<file path="config.mk">
export PLATFORM = sky130hd
export DESIGN_NAME = conv_macc_seq
export DESIGN_NICKNAME = d
export VERILOG_FILES = /design/src/rtl/conv_macc_seq.sv
export SDC_FILE = /design/constraint.sdc
export NUM_CORES = 1
export LEC_CHECK = 0
export CAP_MARGIN = 30
export CORE_UTILIZATION = 43
export DETAILED_ROUTE_END_ITERATION = 8
export HOLD_SLACK_MARGIN = 0.08
export PLACE_DENSITY = 0.73
export SKIP_LAST_GASP = 1
export SLEW_MARGIN = 30
export SYNTH_ARGS = -nofsm -noshare
export SYNTH_HDL_FRONTEND = slang
export SYNTH_SLANG_ARGS = --single-unit
</file>
<file path="constraint.sdc">
create_clock -name clk -period 3.4 [get_ports clk]
set_clock_uncertainty 0.2 [all_clocks]
set_input_delay 0.68 -clock clk [delete_from_list [all_inputs] [get_ports clk]]
set_output_delay 0.68 -clock clk [all_outputs]
set_load 0.01 [all_outputs]
</file>
<file path="src/rtl/conv_macc_seq.sv">
// Sequential signed multiply-accumulate over TAPS beats, seeded with a bias, with a
// saturated valid/ready result. Define MACC_RELU_EN to apply ReLU ahead of saturation.
module conv_macc_seq #(
    parameter int DATA_W   = 8,
    parameter int WEIGHT_W = 8,
    parameter int TAPS     = 3,
    parameter int OUT_W    = 16,
    parameter int ACC_W    = DATA_W + WEIGHT_W + $clog2(TAPS) + 2
) (
    input  logic                       clk,
    input  logic                       rst_n,
    input  logic                       clear,
    input  logic signed [OUT_W-1:0]    bias,
    input  logic signed [DATA_W-1:0]   in_data,
    input  logic signed [WEIGHT_W-1:0] in_weight,
    input  logic                       in_valid,
    output logic                       in_ready,
    output logic signed [OUT_W-1:0]    out_data,
    output logic                       out_sat,
    output logic                       out_valid,
    input  logic                       out_ready
);

    localparam int PROD_W = DATA_W + WEIGHT_W;
    localparam int CNT_W  = $clog2(TAPS + 1);
    localparam int CMP_W  = ACC_W + OUT_W;
    localparam logic signed [CMP_W-1:0] SAT_MAX = CMP_W'({1'b0, {(OUT_W-1){1'b1}}});
    localparam logic signed [CMP_W-1:0] SAT_MIN = ~SAT_MAX;

    typedef enum logic [1:0] {IDLE, ACCUM, OUT} state_t;

    state_t                    state, state_n;
    logic [CNT_W-1:0]          cnt, cnt_n;
    logic signed [ACC_W-1:0]   acc, acc_n;
    logic signed [OUT_W-1:0]   out_data_n;
    logic                      out_sat_n, out_valid_n;
    logic signed [PROD_W-1:0]  product;
    logic signed [ACC_W-1:0]   prod_ext, bias_ext;
    logic                      accept;

    assign product  = in_data * in_weight;
    assign prod_ext = ACC_W'(product);
    assign bias_ext = ACC_W'(bias);
    assign in_ready = (state != OUT);
    assign accept   = in_valid && in_ready;

    // Comparison runs in a width that holds both acc and the OUT_W limits.
    function automatic logic [OUT_W:0] saturate(input logic signed [ACC_W-1:0] a);
        logic signed [CMP_W-1:0] w;
        w = CMP_W'(a);
`ifdef MACC_RELU_EN
        if (a < 0) return '0;
`endif
        if (w > SAT_MAX)      return {1'b1, SAT_MAX[OUT_W-1:0]};
        else if (w < SAT_MIN) return {1'b1, SAT_MIN[OUT_W-1:0]};
        else                  return {1'b0, OUT_W'(a)};
    endfunction

    always_comb begin
        state_n     = state;
        cnt_n       = cnt;
        acc_n       = acc;
        out_data_n  = out_data;
        out_sat_n   = out_sat;
        out_valid_n = out_valid;
        if (clear) begin
            state_n     = IDLE;
            cnt_n       = '0;
            acc_n       = '0;
            out_valid_n = 1'b0;
        end else begin
            case (state)
                IDLE: if (accept) begin
                    acc_n   = bias_ext + prod_ext;
                    cnt_n   = CNT_W'(1);
                    state_n = (TAPS == 1) ? OUT : ACCUM;
                end
                ACCUM: if (accept) begin
                    acc_n   = acc + prod_ext;
                    cnt_n   = cnt + CNT_W'(1);
                    if (cnt == CNT_W'(TAPS - 1)) state_n = OUT;
                end
                OUT: if (out_ready) begin
                    state_n     = IDLE;
                    cnt_n       = '0;
                    acc_n       = '0;
                    out_valid_n = 1'b0;
                end
                default: state_n = IDLE;
            endcase
            // Result is registered on the same edge that accepts the final beat.
            if (state != OUT && state_n == OUT) begin
                out_valid_n             = 1'b1;
                {out_sat_n, out_data_n} = saturate(acc_n);
            end
        end
    end

    always_ff @(posedge clk or negedge rst_n) begin
        if (!rst_n) begin
            state     <= IDLE;
            cnt       <= '0;
            acc       <= '0;
            out_data  <= '0;
            out_sat   <= 1'b0;
            out_valid <= 1'b0;
        end else begin
            state     <= state_n;
            cnt       <= cnt_n;
            acc       <= acc_n;
            out_data  <= out_data_n;
            out_sat   <= out_sat_n;
            out_valid <= out_valid_n;
        end
    end

endmodule

</file>
==> impl_metrics.ini, run 1 <==
[routing]
drcViolationCount = 0
via_per_inst = 5.57
drtIter0Drc = 451
vias = 6430
dr.pass1.iters = 7
drt_wl_total_um = 20800
avgRoutedWirePerCell_um = 18.0
final_antenna_net_count = 0

[floorplanning]
num_io_pins = 56
dieWidth_um = 123
die-area_um2 = 15000
initial_utilization_pct = 44.5
die_h_um = 123
rows = 43
core_um2 = 14000

[synthesis]
syn_avg_cell_area_um2 = 8.59
ys_types = 61
synth_cells = 728
syn_area_um2 = 6250
yosysTopAreaCell = fa_1
yosysWarningCount = 0
ys_seq_area_share_pct = 16.8
yosys_register_bits = 42
synth-edff-count = 0
syn_nets = 892
synth_ff_type = dfrtp_1
synth.area.top_cells = fa_1, dfrtp_1, ha_1
yosysTopAreaCellShare_pct = 18.2
async_flop_share_pct = 100

[setup_path]
r2r-end = out_data[8]$_DFFE_PN0P_
worst_ep_required_time_ns = 3.37
critPathMaxStageDelay_ns = 0.49
critPathLaunchType = input pin
path_class = input pin to flop
crit_fanout = 8
ff2ff_path_depth = 12
arrival_ns = 7.26
r2r_start = acc[1]$_DFF_PN0_
r2r_slack_ns = -0.26
worstSetupEndpointType = flop
critical-path-slowest-cell = fa_1

[sta]
drv_slew = 0
max_slew.worst_pin.slew_ns = 0.579
period_share_pct = 214
fin_crit_ns = 7.29
layout_setup_ws_ns = -3.89
timing.hold.ws_ns = 0.175
final-setup-viol-count = 34
rsz0062_at_grt = yes
fmax_mhz = 137
max_slew_margin_pct = 60.4
hold_viol = 0

[final_layout]
drive_above_1_share_pct = 41.8
final_common_cell = buf_4
fin_util_pct = 69.6
syn2layout_area_growth_pct = 56.3
insertedDiodeCount = 0
fill_cells = 953
mostFrequentLayoutCells = buf_4, inv_1, nor2_1
layout.nets = 1138

[run_status]
violations = negative setup slack
status = finished, violations left

[global_route]
grt-ovfl-total = 0
grt_first_pass_wirelength_um = 31100
grt_max_degree = 43
grt_pass1_vias = 6457
antenna_found_initial = 0
grt_util_all_layers_pct = 26.5

[place]
gp_congestion = 0.893
dpl.hpwl_um = 14000
post-place-ws_ns = -4.47
io_buffers = 55

[cts]
ctsHoldBuffers = 0
path_clk_slew_ns = 0.06
clk_latency_ns = 0.28
cts-root-buf = clkbuf_16
cts_sinks = 42
cts_htree_levels = 2
numCtsBuffers = 5
cts_buffer_depth = 2
cts_tree = yes

[run]
drv_cap = 0

[min_path]
hold_path_class = input pin to asynchronous set/reset pin
## synth_stat cells, types with 2 or more instances
| library cell | number |
|---|---|
| fa_1 | 57 |
| a211oi_1 | 12 |
| xnor2_1 | 31 |
| o21bai_1 | 6 |
| a41oi_1 | 2 |
| o22ai_1 | 3 |
| nor3_1 | 15 |
| nand2_1 | 30 |
| inv_1 | 114 |
| nor2b_1 | 14 |
| or2_2 | 5 |
| a21o_1 | 16 |
| xor2_1 | 12 |
| a221oi_1 | 2 |
| nand2b_1 | 5 |
| and2_1 | 50 |
| nand4b_1 | 2 |
| o211ai_1 | 3 |
| o21a_1 | 3 |
| clkbuf_1 | 10 |
| dfrtp_1 | 42 |
| a21oi_1 | 40 |
| nand3_1 | 8 |
| o21ai_1 | 7 |
| o21ai_0 | 31 |
| o2111ai_1 | 2 |
| o32a_1 | 4 |
| nor2_1 | 67 |
| and3_1 | 4 |
| ha_1 | 70 |
| a31oi_1 | 9 |
| nand4_1 | 2 |
| buf_6 | 2 |
| o22a_1 | 16 |
| a311oi_1 | 2 |
| a22oi_1 | 4 |
| a2111oi_0 | 2 |
## flip-flops by register name, indices dropped and copies added, names as in the netlist
signal     count
out_data      16
cnt            2
state          2
acc           20
out_valid      1
out_sat        1
## stage by stage
step	setup TNS (ns)	area [µm²]	std cells
3_3_place_gp	-123.38	8450	1116
2_1_floorplan	-87.61	6480	728
5_1_grt	-112.17	9780	1154
6_report	-104.29	9780	1154
3_5_place_dp	-127.15	8450	1116
4_1_cts	-97.26	9290	1143
## timing repair
action                     4_1_cts  5_1_grt
pin swaps                       96       93
setup endpoints to repair       35       34
gates resized for setup        172       91
cloned                           2        0
buffers inserted                19       15
## kinds of logic after synthesis
kind of cell	Yosys count	synth area share, %
fa+ha+maj	127	32.2
flops	42	16.8
compound gates	180	20.2
mux	2	0.340
buf+inv	127	7.86
xor+xnor	43	6.02
simple gates	207	16.5
## critical path: cells and delay by family
family / cells / cell delay [ns]
AND/OR/NAND/NOR: 6 / 0.62
XOR/XNOR: 2 / 0.37
buffers and inverters: 6 / 0.59
adder cells (fa/ha/maj): 7 / 2.24
AO/OA/AOI/OAI: 13 / 2.73
## how the worst max path moves through the flow
stage                 startpoint                  endpoint  slack, ns
global route          in_data[4]  out_data[12]$_DFFE_PN0P_      -4.17
detailed placement  in_weight[7]  out_data[10]$_DFFE_PN0P_      -4.47
floorplan           in_weight[2]  out_data[10]$_DFFE_PN0P_      -3.37
global placement    in_weight[7]  out_data[14]$_DFFE_PN0P_      -4.32
CTS                 in_weight[5]   out_data[2]$_DFFE_PN0P_      -3.58
finish                in_data[4]   out_data[8]$_DFFE_PN0P_      -3.89
## routing by layer
layer / routed length [µm] / track usage, % / up-vias / share of wire [%]
met2: 10200 / 45.2 / 269 / 49
li1: - / - / 2958 / -
met3: 1340 / 2.70 / 53 / 6.4
met5: 0 / 0 / - / 0
met4: 456 / 6.40 / 0 / 2.2
met1: 8770 / 36.0 / 3150 / 42
## layout make-up
cell class,instances,area (µm²),area share [%]
multi-input combinational,560,5790,59.2
clock inverter,1,30.0,0.307
inverter,114,428,4.38
timing repair buffer,251,2110,21.6
clock buffer,6,139,1.42
sequential,42,1050,10.7
tap,180,225,2.30
Power of run 1 is left out: the tool's default activity adds up to more than one toggle a clock period on the data nets, which glitch-free logic cannot reach.
==> run 2: changes to the inputs <==
--- a/config.mk
+++ b/config.mk
@@ -5,7 +5,9 @@
 export SDC_FILE = /design/constraint.sdc
 export NUM_CORES = 1
 export LEC_CHECK = 0
+export ABC_CLOCK_PERIOD_IN_PS = 3400
 export CAP_MARGIN = 30
+export CORE_ASPECT_RATIO = 0.6
 export CORE_UTILIZATION = 43
 export DETAILED_ROUTE_END_ITERATION = 8
 export HOLD_SLACK_MARGIN = 0.08
@@ -15,3 +17,4 @@
 export SYNTH_ARGS = -nofsm -noshare
 export SYNTH_HDL_FRONTEND = slang
 export SYNTH_SLANG_ARGS = --single-unit
+export TNS_END_PERCENT = 30
==> impl_metrics.ini, run 2 (synthesized netlist as in run 1, its figures left out) <==
[routing]
avgRoutedWirePerCell_um = 16.2
drt_wl_total_um = 18700
drtIter0Drc = 395
final_antenna_net_count = 0
vias = 6126
via_per_inst = 5.31
drcViolationCount = 0
dr.pass1.iters = 6

[floorplanning]
dieWidth_um = 158
rows = 33
die-area_um2 = 15000
num_io_pins = 56
core_um2 = 13900
die_h_um = 95.4
initial_utilization_pct = 45.0

[final_layout]
drive_above_1_share_pct = 31.6
syn2layout_area_growth_pct = 43.5
mostFrequentLayoutCells = buf_4, inv_1, nor2_1
layout.nets = 1124
final_common_cell = buf_4
stdcell_count = 1153
regMostFlops = acc
reg.largest.list = acc x20, out_data x16
largest_reg_flops = 20
insertedDiodeCount = 0

[setup_path]
crit_buf_inv = 10
worstSetupEndpointType = flop
r2r_slack_ns = -0.46
worst_ep_required_time_ns = 3.38
r2r-end = out_data[8]$_DFFE_PN0P_
ff2ff_path_depth = 16
r2r_start = acc[0]$_DFF_PN0_
critPathLaunchType = input pin
crit_fanout = 16
arrival_ns = 7.09
cp_common_cell = buf_4
path_delay_family = adder cells
path_class = input pin to flop
critPathMaxStageDelay_ns = 0.55
critical_path.startpoint = in_data[7]
critical-path-slowest-cell = fa_1

[sta]
max_slew.worst_pin.slew_ns = 0.531
layout_setup_ws_ns = -3.71
final-setup-viol-count = 34
hold_viol = 0
rsz0062_at_grt = yes
fin_crit_ns = 7.11
drv_slew = 0
max_slew_margin_pct = 63.7
fmax_mhz = 141
period_share_pct = 209

[global_route]
antenna_found_initial = 0
grt_max_degree = 43
grt_pass1_vias = 5915
grt-ovfl-total = 0
grt_first_pass_wirelength_um = 29800
grt_util_all_layers_pct = 25.6

[cts]
cts_buffer_depth = 2
cts_tree = yes
path_clk_slew_ns = 0.06
cts_sinks = 42
cts-root-buf = clkbuf_16
clk_latency_ns = 0.29
ctsHoldBuffers = 0
numCtsBuffers = 5
cts_htree_levels = 2

[run]
drv_cap = 0

[run_status]
violations = negative setup slack
status = finished, violations left

[place]
gp_congestion = 1.00
placed_cells = 1122
io_buffers = 55
dpl.hpwl_um = 14700

[min_path]
hold_path_class = input pin to asynchronous set/reset pin
[run 2: changes by cell type in the layout (fill, tap and decap cells not counted), moves of 11 or more]
cell     delta
xnor2_1    +11
ha_1       +16
buf_6      -18
o21ai_0    +15
ha_4       -19
a21oi_2    -11
a21oi_1    +12
[run 2: how the worst max path moves through the flow]
stage	slack [ns]	to	depth (start not counted)
4_1_cts	-3.58	out_data[8]$_DFFE_PN0P_	32
3_5_place_dp	-4.61	out_data[14]$_DFFE_PN0P_	31
3_3_place_gp	-4.54	out_data[2]$_DFFE_PN0P_	31
6_report	-3.71	out_data[9]$_DFFE_PN0P_	33
2_1_floorplan	-3.38	out_data[10]$_DFFE_PN0P_	31
5_1_grt	-3.93	out_data[9]$_DFFE_PN0P_	33
[run 2: cell type report]
cell class,count,area [µm²]
multi-input combinational,559,5140
fill,1127,4940
timing repair buffer,238,1950
sequential,42,1050
inverter,114,428
tap,192,240
clock buffer,6,129
clock inverter,2,37.5
[run 2: worst register-to-register path, stage by stage (launching register included)]
cell	delay (ns)
dfrtp_1	0.35
ha_1	0.19
inv_1	0.06
fa_1	0.38
nand2b_1	0.19
a21oi_1	0.28
o21ai_0	0.25
nand4_1	0.21
nand2_1	0.12
xnor2_2	0.19
nor3_2	0.22
o21ai_2	0.08
buf_4	0.15
o41ai_4	0.36
nand2_2	0.17
clkbuf_16	0.20
o22a_1	0.17
[run 2: metal layers]
metal  up-vias  track usage [%]  wire length, µm
met5         -                0                0
met3        20             3.27             1230
met1      2950             41.2             9720
met4         0             4.05              155
li1       2944                -                -
met2       212             36.1             7560
[run 2: per-stage QoR]
step | util (%) | area [µm²] | setup WS, ns | TNS, ns | hold WS, ns
2_1_floorplan | - | 6310 | -3.38 | -89.42 | 0.184
3_3_place_gp | 59.4 | 8260 | -4.54 | -128.56 | 0.296
3_5_place_dp | 59.4 | 8260 | -4.61 | -130.55 | 0.296
4_1_cts | 64.1 | 8920 | -3.58 | -98.01 | 0.311
5_1_grt | 64.5 | 8980 | -3.93 | -108.04 | 0.209
6_report | 64.5 | 8980 | -3.71 | -100.91 | 0.168
[run 2: what timing repair did]
action,4_1_cts,5_1_grt
buffers inserted,20,4
pin swaps,75,11
setup endpoints to repair,35,34
cloned,1,0
gates resized for setup,164,13
Power of run 2 is left out for the same reason.
==> run 3: changes to the inputs <==
--- a/config.mk
+++ b/config.mk
@@ -8,6 +8,7 @@
 export ABC_CLOCK_PERIOD_IN_PS = 3400
 export CAP_MARGIN = 30
 export CORE_ASPECT_RATIO = 0.6
+export CORE_MARGIN = 2
 export CORE_UTILIZATION = 43
 export DETAILED_ROUTE_END_ITERATION = 8
 export HOLD_SLACK_MARGIN = 0.08
==> impl_metrics.ini, run 3 (synthesized netlist as in run 1, its figures left out) <==
[place]
dpl.hpwl_um = 14600
post-place-ws_ns = -4.51
gp_congestion = 0.945
io_buffers = 55

[floorplanning]
num_io_pins = 56
die-area_um2 = 15600
initial_utilization_pct = 43.6
core_um2 = 14300
die_h_um = 97.4
dieWidth_um = 160
rows = 34

[final_layout]
layout.nets = 1118
reg.largest.list = acc x20, out_data x16
drive_above_1_share_pct = 31.3
final_common_cell = buf_4
insertedDiodeCount = 0
mostFrequentLayoutCells = buf_4, inv_1, nor2_1
largest_reg_flops = 20
regMostFlops = acc
syn2layout_area_growth_pct = 43.8

[cts]
cts_buffer_depth = 2
numCtsBuffers = 5
path_clk_slew_ns = 0.06
clk_latency_ns = 0.29
cts_htree_levels = 2
cts-root-buf = clkbuf_16
cts_sinks = 42
cts_tree = yes

[run_status]
violations = negative setup slack
status = finished, violations left

[setup_path]
arrival_ns = 7.01
crit_fanout = 8
critPathMaxStageDelay_ns = 0.55
cp_common_cell = fa_1
worstSetupEndpointType = flop
worst_ep_required_time_ns = 3.38
critPathLaunchType = input pin
critical-path-slowest-cell = fa_1
path_class = input pin to flop

[sta]
max_slew_margin_pct = 54.5
fmax_mhz = 142
fin_crit_ns = 7.04
period_share_pct = 207
rsz0062_at_grt = yes
layout_setup_ws_ns = -3.64
drv_slew = 0
max_slew.worst_pin.slew_ns = 0.675
final-setup-viol-count = 35
hold_viol = 0

[min_path]
hold_path_class = input pin to asynchronous set/reset pin

[routing]
drt_wl_total_um = 19100
via_per_inst = 5.29
dr.pass1.iters = 5
avgRoutedWirePerCell_um = 16.5
final_antenna_net_count = 0
drcViolationCount = 0
vias = 6095
drtIter0Drc = 401

[global_route]
grt_first_pass_wirelength_um = 30900
grt-ovfl-total = 0
grt_pass1_vias = 6179
antenna_found_initial = 0
grt_max_degree = 43
grt_util_all_layers_pct = 24.5

[run]
drv_cap = 0
==> run 3: changes by cell type in the layout (fill, tap and decap cells not counted), moves of 3 or more <==
cell | previous run | this run
ha_1 | 55 | 52
inv_1 | 102 | 105
and2_4 | 13 | 8
and2_1 | 37 | 42
ha_4 | 10 | 14
inv_2 | 12 | 9
buf_4 | 185 | 179
==> run 3: worst max-delay path: cells and delay by family <==
family | cells | cell delay (ns)
AO/OA/AOI/OAI | 11 | 2.00
XOR/XNOR | 2 | 0.28
adder cells (fa/ha/maj) | 6 | 2.66
buffers and inverters | 6 | 0.51
AND/OR/NAND/NOR | 6 | 0.86
==> run 3: path summary, 6_finish.rpt <==
check / start / end / slack [ns] / cells past startpoint
worst max-delay path: in_data[4] / out_data[5]$_DFFE_PN0P_ / -3.64 / 31
worst min-delay path: rst_n / out_data[2]$_DFFE_PN0P_ / 0.17 / 1
min in group clk: out_data[4]$_DFFE_PN0P_ / out_data[4]$_DFFE_PN0P_ / 0.31 / 1
max in group asynchronous: rst_n / out_data[15]$_DFFE_PN0P_ / 2.44 / 1
worst min register to register: out_data[4]$_DFFE_PN0P_ / out_data[4]$_DFFE_PN0P_ / 0.31 / 1
worst max register to register: acc[0]$_DFF_PN0_ / out_data[5]$_DFFE_PN0P_ / -0.30 / 16
==> run 3: stage by stage <==
step | hold slack [ns] | cells | setup TNS (ns) | instance area, µm² | util [%]
after floorplan | 0.184 | 728 | -89.42 | 6310 | -
after global placement | 0.292 | 1130 | -127.10 | 8280 | 57.8
after detailed placement | 0.300 | 1130 | -129.25 | 8280 | 57.8
after CTS | 0.313 | 1151 | -97.67 | 8820 | 61.5
after global routing | 0.217 | 1153 | -108.31 | 8990 | 62.7
final | 0.175 | 1153 | -99.89 | 8990 | 62.7
==> run 3: area by class of cell <==
cell class / instances / area [µm²]
fill: 1190 / 5340
multi-input combinational: 559 / 5210
timing repair buffer: 232 / 1890
sequential: 42 / 1050
inverter: 114 / 428
tap: 198 / 248
clock buffer: 5 / 125
clock inverter: 3 / 40.0
==> run 3: timing repair <==
item,4_1_cts,5_1_grt
setup buffers,13,2
hold buffers,0,0
setup endpoints to repair,35,35
cloned,1,0
pin swaps,69,18
gates resized for setup,144,28
==> run 3: routing by layer <==
layer	track usage, %	share of wire [%]	up-vias
met4	3.99	1.1	0
met2	36.2	42	224
li1	-	-	2924
met3	5.21	8.1	28
met1	37.3	48	2919
met5	0	0	-
Power of run 3 is left out for the same reason.
==> edit: new RTL, settings of run 1 <==
Add a define of `MACC_RELU_EN`.
--- a/src/rtl/conv_macc_seq.sv
+++ b/src/rtl/conv_macc_seq.sv
@@ -1,5 +1,7 @@
 // Sequential signed multiply-accumulate over TAPS beats, seeded with a bias, with a
 // saturated valid/ready result. Define MACC_RELU_EN to apply ReLU ahead of saturation.
+`define MACC_RELU_EN
+
 module conv_macc_seq #(
     parameter int DATA_W   = 8,
     parameter int WEIGHT_W = 8,
Formal check against the unedited RTL: not equivalent (Yosys sat finds a counterexample within 4 cycles, from zero or initial values and one cycle with rst_n low).
==> edit against run 1 <==
The run ends with DRC, setup timing left; cell count rose by 2.1%; wire length rose by 7.3%; area after synthesis rose by 4.0%; worst setup slack improved by 0.38 ns; first-iteration DRC count rose by 0.22%; utilization rose by 1.6 points; sequential cell count did not move; sequential share of layout area fell by 0.67 points; register-to-register slack improved by 0.20 ns; largest cell class unchanged; cell area rose by 6.7%.
Power is left out: the tool's default activity adds up to more than one toggle a clock period on the data nets, which glitch-free logic cannot reach.
==> edit: results (changes against run 1) <==
SYNTH_FA_HA_AREA_FRAC=0.3101  # was 0.3225
WORST-R2R-CELL-COUNT=13  # was 12
GRT_PASS1_VIAS=6562  # was 6457
ROUTED_WL_MET2_UM=10790  # was 10190 um
PLACEDCELLCOUNT=1139  # was 1116
MULTI_INPUT_GATES=579  # was 560
OUTCOME='complete, but fails checks'  # unchanged
VIA_COUNT=6699  # was 6430
SYNTH.DISTINCT_CELLS=70  # was 61
SETUP.WORST_PATH.END='out_data[4]'  # was out_data[8]
MUXSHAREOFSYNTHAREA=0.009617  # was 0.003401
DP_SLACK_NS=-4.223  # was -4.469 ns
SETUP-TNS-FINAL_NS=-92.52  # was -104.29 ns
REGISTER_TO_REGISTER_SETUP_SLACK_NS=-0.06  # was -0.26 ns
POST_SYNTH_XOR_AREA_FRACTION=0.05386  # was 0.06021
SYNTH.NET_COUNT=909  # was 892
PLACED_AREA_UM2=8810  # was 8448 um2
DRCVIOLATIONCOUNT=8  # was 0
FINAL.FILL_COUNT=981  # was 953
VIOLATIONS_IN_THE_FINAL_REPORTS='DRC, setup timing'  # was setup timing
GRT_UTIL_MET1=0.3701  # was 0.3600
POST_SYNTH_MAIN_AREA_CONTRIBUTORS='sky130_fd_sc_hd__fa_1, sky130_fd_sc_hd__dfrtp_1, sky130_fd_sc_hd__ha_1'  # unchanged
LARGEST_STAGE_DELAY_ON_THE_CRITICAL_PATH_NS=0.52  # was 0.49 ns
BUFFERS=256  # was 251
FOOTPRINT_OF_THE_MULTI_INPUT_GATES_UM2=6426  # was 5792 um2
SYNTH.AVG_CELL_AREA_UM2=8.732  # was 8.592 um2
GP_CONGESTION=0.9614  # was 0.8926
DIE_W_UM=125.0  # was 122.6 um
GRT_USE_MET2=0.4377  # was 0.4519
NON_FILLER_CELLS_FINAL=1178  # was 1154
DPL.HPWL_UM=15390  # was 13990 um
ROUTE.MET3.WL_UM=1397  # was 1336 um
FIN_WS_NS=-3.504  # was -3.887 ns
LAYOUT-DRIVE-GT1-SHARE=0.4547  # was 0.4179
GR-USAGE-ALL-LAYERS=0.2645  # was 0.2652
FINALSETUPVIOLCOUNT=33  # was 34
CLOCK_CELL_AREA_SHARE=0.01452  # was 0.01728
DETAILEDROUTE.FIRSTITERATIONVIOLATIONS=452  # was 451
-- edit: changes by cell type after synthesis, moves of 5 or more --
cell                              run 1  this run
sky130_fd_sc_hd__nor2_1              67        40
sky130_fd_sc_hd__nand2_1             30        51
sky130_fd_sc_hd__o221a_2              0        15
sky130_fd_sc_hd__o22a_1              16         1
sky130_fd_sc_hd__and2_1              50        59
sky130_fd_sc_hd__o211ai_1             3        12
sky130_fd_sc_hd__or3_1                0         9
sky130_fd_sc_hd__nor3_1              15         9
sky130_fd_sc_hd__o21ai_0             31        25
sky130_fd_sc_hd__inv_1              114       109
-- edit: metrics by stage --
step / util / hold WS [ns]
global route: 0.7122 / 0.1978
floorplan: - / 0.1844
finish: 0.7122 / 0.1536
CTS: 0.6582 / 0.3119
global placement: 0.6016 / 0.2804
detailed placement: 0.6016 / 0.2903
-- edit: timing repair --
item | in CTS | in global routing
cloned | 1 | 1
pin swaps | 96 | 89
gates resized for setup | 191 | 125
setup endpoints to repair | 34 | 34
buffers inserted | 15 | 22
